==> config.mk <==
export PLATFORM = sky130hd
export DESIGN_NAME = nvram_upload_reader
export DESIGN_NICKNAME = d
export VERILOG_FILES = /design/src/rtl/nvram_upload_reader.sv
export SDC_FILE = /design/constraint.sdc
export NUM_CORES = 1
export LEC_CHECK = 0
export CAP_MARGIN = 10
export CORE_AREA = 4 4 84 102
export DETAILED_ROUTE_END_ITERATION = 12
export DIE_AREA = 0 0 88 106
export PLACE_DENSITY_LB_ADDON = 0.3
export SLEW_MARGIN = 20
export SYNTH_ARGS = -nofsm -noshare
export SYNTH_HDL_FRONTEND = slang
export SYNTH_SLANG_ARGS = --single-unit
export TNS_END_PERCENT = 5
==> constraint.sdc <==
create_clock -name clk_sys -period 2.32 [get_ports clk_sys]
set_input_delay 0.232 -clock clk_sys [delete_from_list [all_inputs] [get_ports clk_sys]]
set_output_delay 0.232 -clock clk_sys [all_outputs]
set_load 0.02 [all_outputs]
==> src/rtl/nvram_upload_reader.sv <==
// nvram_upload_reader: serves the HPS upload path by reading one byte from a
// synchronous-read game RAM for each ioctl_rd strobe of the selected index. It
// holds ioctl_wait high until the byte is on ioctl_din.
//
// Ports (all on clk_sys rising edge, synchronous active-high reset):
//   ioctl_upload/ioctl_index  upload in progress / target index (selects block)
//   ioctl_rd/ioctl_addr       one-cycle read strobe and byte address from HPS
//   ioctl_din/ioctl_wait      returned byte / stall while a fetch is pending
//   mem_addr/mem_rd/mem_q     RAM read port (mem_q valid RD_LAT clocks after mem_rd)
//   active                    registered "matching upload in progress"
//   bytes_read                bytes served in current upload, saturating
//   done                      one-cycle pulse when a matching upload ends
module nvram_upload_reader #(
  parameter int unsigned ADDR_W = 8,
  parameter logic [7:0]  INDEX  = 8'd4,
  parameter int unsigned RD_LAT = 1,
  parameter logic [7:0]  PAD    = 8'hFF
) (
  input  logic              clk_sys,
  input  logic              reset,
  input  logic              ioctl_upload,
  input  logic [7:0]        ioctl_index,
  input  logic              ioctl_rd,
  input  logic [24:0]       ioctl_addr,
  output logic [7:0]        ioctl_din,
  output logic              ioctl_wait,
  output logic [ADDR_W-1:0] mem_addr,
  output logic              mem_rd,
  input  logic [7:0]        mem_q,
  output logic              active,
  output logic [15:0]       bytes_read,
  output logic              done
);

  localparam int unsigned CNT_W = (RD_LAT < 2) ? 1 : $clog2(RD_LAT + 1);
  localparam logic [CNT_W-1:0] LAT_INIT = CNT_W'(RD_LAT);

  typedef enum logic [1:0] {
    IDLE,
    FETCH,
    DONE_RD
  } state_t;

  state_t           state;
  logic [CNT_W-1:0] lat_cnt;
  logic             end_pend;

  logic             sel;
  logic             in_range;
  logic             start_ev;
  logic             fall_ev;
  logic             served;
  logic [15:0]      count_base;

  assign sel      = ioctl_upload && (ioctl_index == INDEX);
  // Every address bit above the RAM width must be zero; no wrapping.
  assign in_range = (ioctl_addr >> ADDR_W) == 25'd0;
  assign start_ev = sel && !active;
  assign fall_ev  = active && !sel;

  // A byte is served either by a padded out-of-range read or by a completed fetch.
  assign served = (ioctl_rd && sel && !in_range && (state != FETCH)) ||
                  ((state == FETCH) && (lat_cnt == '0));

  // The counter restarts at the beginning of a matching upload.
  assign count_base = start_ev ? 16'd0 : bytes_read;

  // Fetch sequencer, counters and registered outputs.
  always_ff @(posedge clk_sys) begin
    if (reset) begin
      state      <= IDLE;
      lat_cnt    <= '0;
      end_pend   <= 1'b0;
      ioctl_din  <= 8'h00;
      ioctl_wait <= 1'b0;
      mem_addr   <= '0;
      mem_rd     <= 1'b0;
      active     <= 1'b0;
      bytes_read <= 16'd0;
      done       <= 1'b0;
    end else begin
      active <= sel;
      mem_rd <= 1'b0;
      done   <= 1'b0;

      if (served && (count_base != 16'hFFFF)) begin
        bytes_read <= count_base + 16'd1;
      end else begin
        bytes_read <= count_base;
      end

      // An upload ending mid-fetch defers done until the fetch has completed.
      if ((fall_ev || end_pend) && (state != FETCH)) begin
        done     <= 1'b1;
        end_pend <= 1'b0;
      end else if (fall_ev) begin
        end_pend <= 1'b1;
      end

      case (state)
        IDLE, DONE_RD: begin
          state <= IDLE;
          if (ioctl_rd && sel) begin
            if (in_range) begin
              mem_addr   <= ioctl_addr[ADDR_W-1:0];
              mem_rd     <= 1'b1;
              ioctl_wait <= 1'b1;
              lat_cnt    <= LAT_INIT;
              state      <= FETCH;
            end else begin
              ioctl_din <= PAD;
            end
          end
        end
        FETCH: begin
          // Strobes arriving here are protocol violations and are dropped.
          if (lat_cnt == '0) begin
            ioctl_din  <= mem_q;
            ioctl_wait <= 1'b0;
            state      <= DONE_RD;
          end else begin
            lat_cnt <= lat_cnt - CNT_W'(1);
          end
        end
        default: state <= IDLE;
      endcase
    end
  end

endmodule

==> impl_metrics.toml, run 1 <==
[status]
status = "complete, no violations"

[finish]
nFillCells = 773
diodes = 0
final_layout_size_suffix_gt1_share_pct = 16.9
final_util_pct = 41.2
syn_to_final_growth_pct = 69.3
final_nets = 365
final_common_cell = "clkdlybuf4s50_1"
ff_latch_area_um2 = 805
multiInputGateArea_mm2 = 0.00107
final_cell_mix = "74 x clkdlybuf4s50_1, 39 x dfxtp_1, 37 x nor2_1"

[sta]
final-hold-violation-count = 0
final_max_slew_viol_count = 0
slew_headroom_pct = 61.3
max_freq_ghz = 0.448
min_period_ps = 2230
fin_crit_sh_pct = 96.3
final-setup-viol-count = 0
worst_pin_slew_ps = 576
rsz0062_at_grt = "true"
skew_ps = 7.41
hold_ws_ps = 391

[floorplanning]
dieArea_mm2 = 0.00933
coreArea_mm2 = 0.00758
io_pins = 81
start_util_pct = 24.4
die_y_um = 106
fp.dieW_um = 88
rows = 35

[detailed_routing]
drtIter0Drc = 36
ant_nets = 0
vias = 1934
wl_mm = 5.48
drcViolationCount = 0
vias_per_cell = 4.69
drt_first_pass_iters = 4
routedWlPerCell_um = 13.3

[yosys]
synth_nets = 260
syn-instance-count = 214
yosysSeqAreaShare_pct = 43.4
synth_top_area_cell = "dfxtp_1"
ys_warn_count = 0
synth_area_per_cell_um2 = 8.62
yosysUniqueCellTypes = 40
ys_ff_latch = 40
synth_top_cell_area_share_pct = 43.4
netlist_area_mm2 = 0.00185
netlist_top_cells_area = "dfxtp_1 43%, nor2_1 7.7%, mux2i_1 4.9%, a21oi_1 3.8%, a211oi_1 3.3%"

[worst_setup_path]
path_common_cell = "nand3_2"
cp_max_fo = 8
worstPathBufferInverterCount = 0
crit_family = "simple AND/OR/NAND/NOR gates"
worst-endpoint-required_ps = 2550
cpMaxStageDelayCell = "or3_4"
critPathMaxStageDelay_ps = 410
arrival_ps = 2470
cp_cell_sequence = "nor4b_4, nand3_2, and2_4, ha_4, nand4_1, nor4_4, nor3_2, nand3_2, or3_4, a21oi_2"
crit_path_end_kind = "register"
start_kind = "register"
crit_type = "reg2reg"

[global_routing]
met3_usage_pct = 3.88
antenna_found_initial = 0
top_usage_layer = "met2"
grtUsageMet2_pct = 20.6
grt_pass1_wl_mm = 8.82
gr-usage-met1_pct = 13.6
grt.overflow.total = 0
grt_pass1_vias = 1907
grt_use_total_pct = 11.9
grt_max_degree = 25

[clocking]
htreeDepth = 2
cts_tree = "done"
root_buffer = "clkbuf_8"
clock_latency_ps = 300
path_clk_slew_ps = 90
numCtsBuffers = 5
cts_sinks = 40
cts.path.max_buffers = 2

[placed_design]
gp_congestion = 0.845
post-dp-hpwl_mm = 4.17
io_buffers = 80

[power]
leakage_uw = 0.00109
power.density_mw_per_mm2 = 433
ir_drop_mv = 0.225

[hold_path]
hold_class = "in2reg"

[flow_run]
drv_cap = 0
-- cell families after synthesis --
logic type / Yosys count / synth area share (%)
buffers and inverters: 10 / 2.17
flip-flops: 40 / 43.4
adder cells (fa/ha/maj): 1 / 0.678
AO/OA/AOI/OAI: 40 / 14.7
AND/OR/NAND/NOR: 110 / 32.1
multiplexers: 10 / 5.49
XOR/XNOR: 3 / 1.42
-- area by class of cell --
type                    count  area share (%)
multi-input cells         164            34.4
inverters                   2           0.240
clock buffers               6            3.00
well taps                  92            3.68
clock inverters             2           0.561
repair buffers            106            32.4
flip-flops and latches     40            25.8
-- final timing paths --
kind / startpoint / endpoint / slack (ps) / cells after the start
setup / recovery: active$_SDFF_PP0_ / bytes_read[11]$_SDFF_PP0_ / 90 / 10
hold / removal: ioctl_index[0] / active$_SDFF_PP0_ / 390 / 4
setup reg to reg: active$_SDFF_PP0_ / bytes_read[11]$_SDFF_PP0_ / 90 / 10
hold reg to reg: mem_addr[4]$_SDFFE_PP0N_ / mem_addr[4]$_SDFFE_PP0N_ / 490 / 2
-- timing repair --
action                                  CTS  global route
hold buffers                              0             0
pin swaps                                 4            10
endpoints found under the setup margin    6            13
setup buffers                             2             3
gates resized for setup                   3            12
-- worst min-delay path: stages --
cell and delay [ps]:
dlymetal6s2s_1 150, nor2_1 90, nand4_1 140, nor2_1 50
-- state kept, by name, summed over array words and instances, names as in the netlist --
signal      cells
mem_addr        8
lat_cnt         1
done            1
active          1
end_pend        1
bytes_read     16
mem_rd          1
ioctl_wait      1
ioctl_din       8
state           2
-- per-stage QoR --
| stage | instances | cell area, um^2 | power, uW | TNS (ps) | worst slack [ps] |
|---|---|---|---|---|---|
| 6_report | 412 | 3120 | 1350 | 0 | 86.6 |
| 5_1_grt | 412 | 3120 | 1400 | -181 | -52.6 |
| 4_1_cts | 409 | 3050 | 1370 | 0 | 6.82 |
| 3_5_place_dp | 399 | 2930 | 816 | -4200 | -408 |
| 3_3_place_gp | 399 | 2930 | 814 | -2800 | -290 |
| 2_1_floorplan | 214 | 1890 | 724 | 0 | 10.4 |
-- cells in the mapped netlist (all sizes together) --
library cell	count
mux2i	9
and3	1
nand2	11
and3b	1
xor2	2
clkbuf	6
a21o	1
a311oi	1
nor3	8
a31o	2
o211ai	2
and2	4
xnor2	1
nor2b	2
or4	2
nor4	7
mux2	1
nand4	10
ha	1
dfxtp	40
inv	2
nor4b	2
or3	6
o21ai	6
a211o	2
a211oi	8
buf	2
a21oi	14
nor2	38
a31oi	1
nor3b	2
nand2b	5
nand3	11
o31ai	3
-- per-layer routing --
metal	up-vias	routed length, um	share of wire, %
li1	995	-	-
met1	884	2260	41
met2	50	2800	51
met3	5	377	6.9
met4	0	44	0.80
met5	-	0	0
-- power breakdown --
| part | switching (uW) | internal [uW] |
|---|---|---|
| Sequential | 0.145 | 685 |
| Combinational | 37.0 | 75.3 |
| Clock | 273 | 281 |
| Total | 310 | 1040 |
Note: power is estimated with default switching activity, not from simulation.
==> run 2: changes to the inputs <==
--- a/config.mk
+++ b/config.mk
@@ -6,9 +6,9 @@
 export NUM_CORES = 1
 export LEC_CHECK = 0
 export CAP_MARGIN = 10
-export CORE_AREA = 4 4 84 102
+export CORE_AREA = 4 4 69 84
 export DETAILED_ROUTE_END_ITERATION = 12
-export DIE_AREA = 0 0 88 106
+export DIE_AREA = 0 0 73 88
 export PLACE_DENSITY_LB_ADDON = 0.3
 export SLEW_MARGIN = 20
 export SYNTH_ARGS = -nofsm -noshare
==> impl_metrics.toml, run 2 (same netlist as run 1, synthesis figures left out) <==
[status]
status = "complete, but fails checks"
violations = "setup timing"

[flow_run]
drv_cap = 0

[power]
ir_drop_mv = 0.339
power.density_mw_per_mm2 = 414
power_frac_comb_pct = 9.1
clkPwrFrac_pct = 37.0
leakage_uw = 0.00107
p_seq_share_pct = 53.9
p_int_uw = 978
switching_power_uw = 294
p_total_uw = 1270
p_sw_share_pct = 23.1

[finish]
reg_top3 = "bytes_read x16, ioctl_din x8, mem_addr x8"
diodes = 0
syn_to_final_growth_pct = 66.3
final_layout_size_suffix_gt1_share_pct = 17.4
final_util_pct = 62.1
final_common_cell = "clkdlybuf4s50_1"
largest-register = "bytes_read"
final_cell_mix = "76 x clkdlybuf4s50_1, 39 x dfxtp_1, 37 x nor2_1"
largest_reg_flops = 16
final_nets = 367
fin_cells = 382

[detailed_routing]
ant_nets = 0
vias = 1991
routedWlPerCell_um = 13.8
vias_per_cell = 5.21
met2_length_mm = 2.68
wl_mm = 5.26
wl_met1_mm = 2.15
dr_wl_met3_um = 364
top_layer = "met4"
drcViolationCount = 0
drtIter0Drc = 56
drt_first_pass_iters = 4

[sta]
worst_pin_slew_ps = 553
max_freq_ghz = 0.430
fin_ws_ps = -7.94
final-hold-violation-count = 0
hold_ws_ps = 381
slew_headroom_pct = 62.9
rsz0062_at_grt = "true"
skew_ps = 6.70
final_max_slew_viol_count = 0
final-setup-viol-count = 1
min_period_ps = 2330
tns_ps = -7.94
fin_crit_sh_pct = 100

[placed_design]
post-dp-hpwl_mm = 4.00
io_buffers = 80
dp_cells = 370
gp_congestion = 0.770

[clocking]
cts_sinks = 40
numCtsBuffers = 5
htreeDepth = 2
cts_tree = "done"
root_buffer = "clkbuf_8"
clock_latency_ps = 290
cts.path.max_buffers = 2
path_clk_slew_ps = 80

[global_routing]
grt_pass1_vias = 1855
antenna_found_initial = 0
grt.overflow.total = 0
grt_use_total_pct = 16.5
grt_pass1_wl_mm = 8.30
grt_max_degree = 17

[floorplanning]
coreArea_mm2 = 0.00494
start_util_pct = 37.4
die_y_um = 88
io_pins = 81
dieArea_mm2 = 0.00642
fp.dieW_um = 73
rows = 28

[hold_path]
hp-start = "ioctl_index[1]"
hold_class = "in2reg"

[worst_setup_path]
startpoint = "ioctl_index[7]"
r2r_start = "active$_SDFF_PP0_"
r2r_slack_ps = 20
arrival_ps = 2560
cp_max_fo = 5
crit_path_end_kind = "register"
start_kind = "input pin"
crit_type = "in2reg"
worst-endpoint-required_ps = 2550
[run 2: metrics by stage]
stage / setup WS [ps] / area, um^2
floorplan: 10.4 / 1890
global placement: -311 / 2910
detailed placement: -403 / 2910
CTS: 0.886 / 3020
global route: -87.1 / 3070
finish: -7.94 / 3070
[run 2: final timing paths]
kind / endpoint / cells after the start
min reg2reg: mem_addr[2]$_SDFFE_PP0N_ / 2
max reg2reg: bytes_read[7]$_SDFF_PP0_ / 10
min: active$_SDFF_PP0_ / 4
max: bytes_read[7]$_SDFF_PP0_ / 11
[run 2: routing by layer]
layer | global-route usage, % | up-vias
li1 | - | 999
met1 | 18.2 | 918
met2 | 28.6 | 66
met3 | 5.63 | 8
met4 | 6.88 | 0
met5 | 0 | -
[run 2: cell type report]
class / count / area [um^2]
clock buffers: 5 / 68.8
clock inverters: 3 / 22.5
fillers: 449 / 1870
inverters: 2 / 7.51
multi-input cells: 165 / 1060
flip-flops and latches: 40 / 805
well taps: 60 / 75.1
repair buffers: 107 / 1030
[run 2: timing repair]
item,4_1_cts,5_1_grt
cloned,1,0
pin swaps,2,7
gates resized for setup,1,12
setup buffers,1,2
hold buffers,0,0
setup endpoints to repair,5,11
[run 2: power groups by stage]
stage               combinational, uW  clock [uW]  sequential, uW
global route                      124         514             685
floorplan                        22.6           0             701
detailed placement                117           0             701
CTS                               117         480             685
finish                            116         470             685
global placement                  116           0             701
[run 2: critical path: stages]
cell and delay (ps):
clkdlybuf4s50_1 460, nor4_4 270, nand3_2 150, and2_4 170, ha_2 190, nand4_1 120
nor4_2 80, nor3_2 210, nand3_2 140, or3_4 400, a21oi_2 130
==> run 3: changes to the inputs <==
--- a/config.mk
+++ b/config.mk
@@ -6,9 +6,12 @@
 export NUM_CORES = 1
 export LEC_CHECK = 0
 export CAP_MARGIN = 10
-export CORE_AREA = 4 4 69 84
+export CELL_PAD_IN_SITES_DETAIL_PLACEMENT = 1
+export CELL_PAD_IN_SITES_GLOBAL_PLACEMENT = 2
+export CORE_AREA = 4 4 91 110
 export DETAILED_ROUTE_END_ITERATION = 12
-export DIE_AREA = 0 0 73 88
+export DIE_AREA = 0 0 95 114
+export MAX_ROUTING_LAYER = met4
 export PLACE_DENSITY_LB_ADDON = 0.3
 export SLEW_MARGIN = 20
 export SYNTH_ARGS = -nofsm -noshare
==> impl_metrics.toml, run 3 (same netlist as run 1, synthesis figures left out) <==
[sta]
fin_crit_sh_pct = 96.6
tns_ps = 0
final-setup-viol-count = 0
worst_pin_slew_ps = 639
hold_ws_ps = 397
min_period_ps = 2240
rsz0062_at_grt = "true"
skew_ps = 11.9
final-hold-violation-count = 0
max_freq_ghz = 0.446
slew_headroom_pct = 57.1
final_max_slew_viol_count = 0

[status]
status = "complete, no violations"

[clocking]
path_clk_slew_ps = 90
clock_latency_ps = 300
htreeDepth = 2
cts.path.max_buffers = 2
cts_sinks = 40
postCtsHoldBufs = 0
root_buffer = "clkbuf_8"
numCtsBuffers = 5
cts_tree = "done"

[placed_design]
post-dp-hpwl_mm = 4.81
io_buffers = 80
gp_congestion = 0.747
dpl_cell_area_mm2 = 0.00300

[worst_setup_path]
crit_family = "simple AND/OR/NAND/NOR gates"
critPathMaxStageDelay_ps = 420
arrival_ps = 2470
cpMaxStageDelayCell = "or3_4"
path_common_cell = "nand3_2"
start_kind = "register"
cp_cell_sequence = "nor4b_4, nand3_2, and2_4, ha_4, nand4_1, nor4_4, nor3_2, nand3_2, or3_4, a21oi_2"
cp_max_fo = 8
worstPathBufferInverterCount = 0
crit_type = "reg2reg"
crit_path_end_kind = "register"
worst-endpoint-required_ps = 2550

[detailed_routing]
routedWlPerCell_um = 14.1
vias_per_cell = 4.53
drt_first_pass_iters = 3
ant_nets = 0
drcViolationCount = 0
vias = 2002
wl_mm = 6.23
drtIter0Drc = 41

[power]
switching_power_uw = 306
power_frac_comb_pct = 8.3
p_sw_share_pct = 22.1
power.density_mw_per_mm2 = 435
leakage_uw = 0.00110
ir_drop_mv = 0.293
clkPwrFrac_pct = 42.3
p_int_uw = 1080
p_seq_share_pct = 49.4

[finish]
reg_top3 = "bytes_read x16, ioctl_din x8, mem_addr x8"
finalInstanceArea_mm2 = 0.00319
final_nets = 367
diodes = 0
final_layout_size_suffix_gt1_share_pct = 18.6
final_common_cell = "clkdlybuf4s50_1"
final_util_pct = 35.7
largest_reg_flops = 16
largest-register = "bytes_read"
final_cell_mix = "74 x clkdlybuf4s50_1, 39 x dfxtp_1, 37 x nor2_1"
syn_to_final_growth_pct = 72.7

[global_routing]
antenna_found_initial = 0
grt_max_degree = 25
grt_pass1_vias = 2102
grt.overflow.total = 0
grt_use_total_pct = 12.1
grt_pass1_wl_mm = 10.1

[floorplanning]
dieArea_mm2 = 0.0108
die_y_um = 114
io_pins = 81
coreArea_mm2 = 0.00894
start_util_pct = 20.6
rows = 38
fp.dieW_um = 95

[hold_path]
hold_class = "in2reg"

[flow_run]
drv_cap = 0
-- run 3: changes by cell type in the layout (fill, tap and decap cells not counted), sizes merged --
cell | previous run | this run
dlygate4sd2 | 0 | 4
clkdlybuf4s50 | 76 | 74
dlymetal6s2s | 4 | 2
buf | 27 | 28
bufinv | 0 | 1
clkinvlp | 1 | 0
nand3 | 12 | 11
-- run 3: layer usage --
| metal | vias up | wire length, um | global-route usage (%) |
|---|---|---|---|
| li1 | 996 | - | - |
| met1 | 953 | 2640 | 13.6 |
| met3 | 5 | 315 | 3.30 |
| met2 | 48 | 3200 | 21.2 |
| met4 | 0 | 70 | 2.89 |
| met5 | - | 0 | - |
-- run 3: cell type report --
cell class,count,area (um^2)
clock buffer,5,68.8
clock inverter,3,41.3
fill,1075,5750
inverter,2,7.51
multi-input combinational,164,1090
sequential,40,805
tap,120,150
timing repair buffer,108,1030
-- run 3: repair_timing --
| item | 4_1_cts | 5_1_grt |
|---|---|---|
| endpoints found under the setup margin | 7 | 10 |
| gates resized for setup | 5 | 14 |
| buffers inserted | 2 | 1 |
| pin swaps | 4 | 11 |
| gates cloned | 0 | 0 |
-- run 3: worst reg2reg max path, cell delays in order, from the launching register on --
cell	delay [ps]
dfxtp_4	360
nor4b_4	260
nand3_2	130
and2_4	180
ha_4	150
nand4_1	160
nor4_4	80
nor3_2	180
nand3_2	170
or3_4	420
a21oi_2	110
-- run 3: path summary, 6_finish.rpt --
path / start / cells after the start / endpoint / slack, ps
setup / recovery: active$_SDFF_PP0_ / 10 / bytes_read[7]$_SDFF_PP0_ / 80
hold / removal: ioctl_index[2] / 4 / active$_SDFF_PP0_ / 400
setup reg to reg: active$_SDFF_PP0_ / 10 / bytes_read[7]$_SDFF_PP0_ / 80
hold reg to reg: ioctl_wait$_SDFFE_PP0P_ / 2 / ioctl_wait$_SDFFE_PP0P_ / 510
-- run 3: metrics by stage --
step | std cells | worst slack (ps) | total power (uW)
finish | 442 | 79.3 | 1390
global placement | 431 | -333 | 817
global route | 442 | -81.0 | 1450
detailed placement | 431 | -475 | 819
CTS | 441 | 3.44 | 1410
floorplan | 214 | 10.4 | 724
-- run 3: power by group through the flow --
stage,Combinational [uW],Clock (uW),Sequential [uW]
2_1_floorplan,22.6,0,701
3_3_place_gp,116,0,701
3_5_place_dp,118,0,701
4_1_cts,116,609,685
5_1_grt,123,646,685
6_report,115,587,685
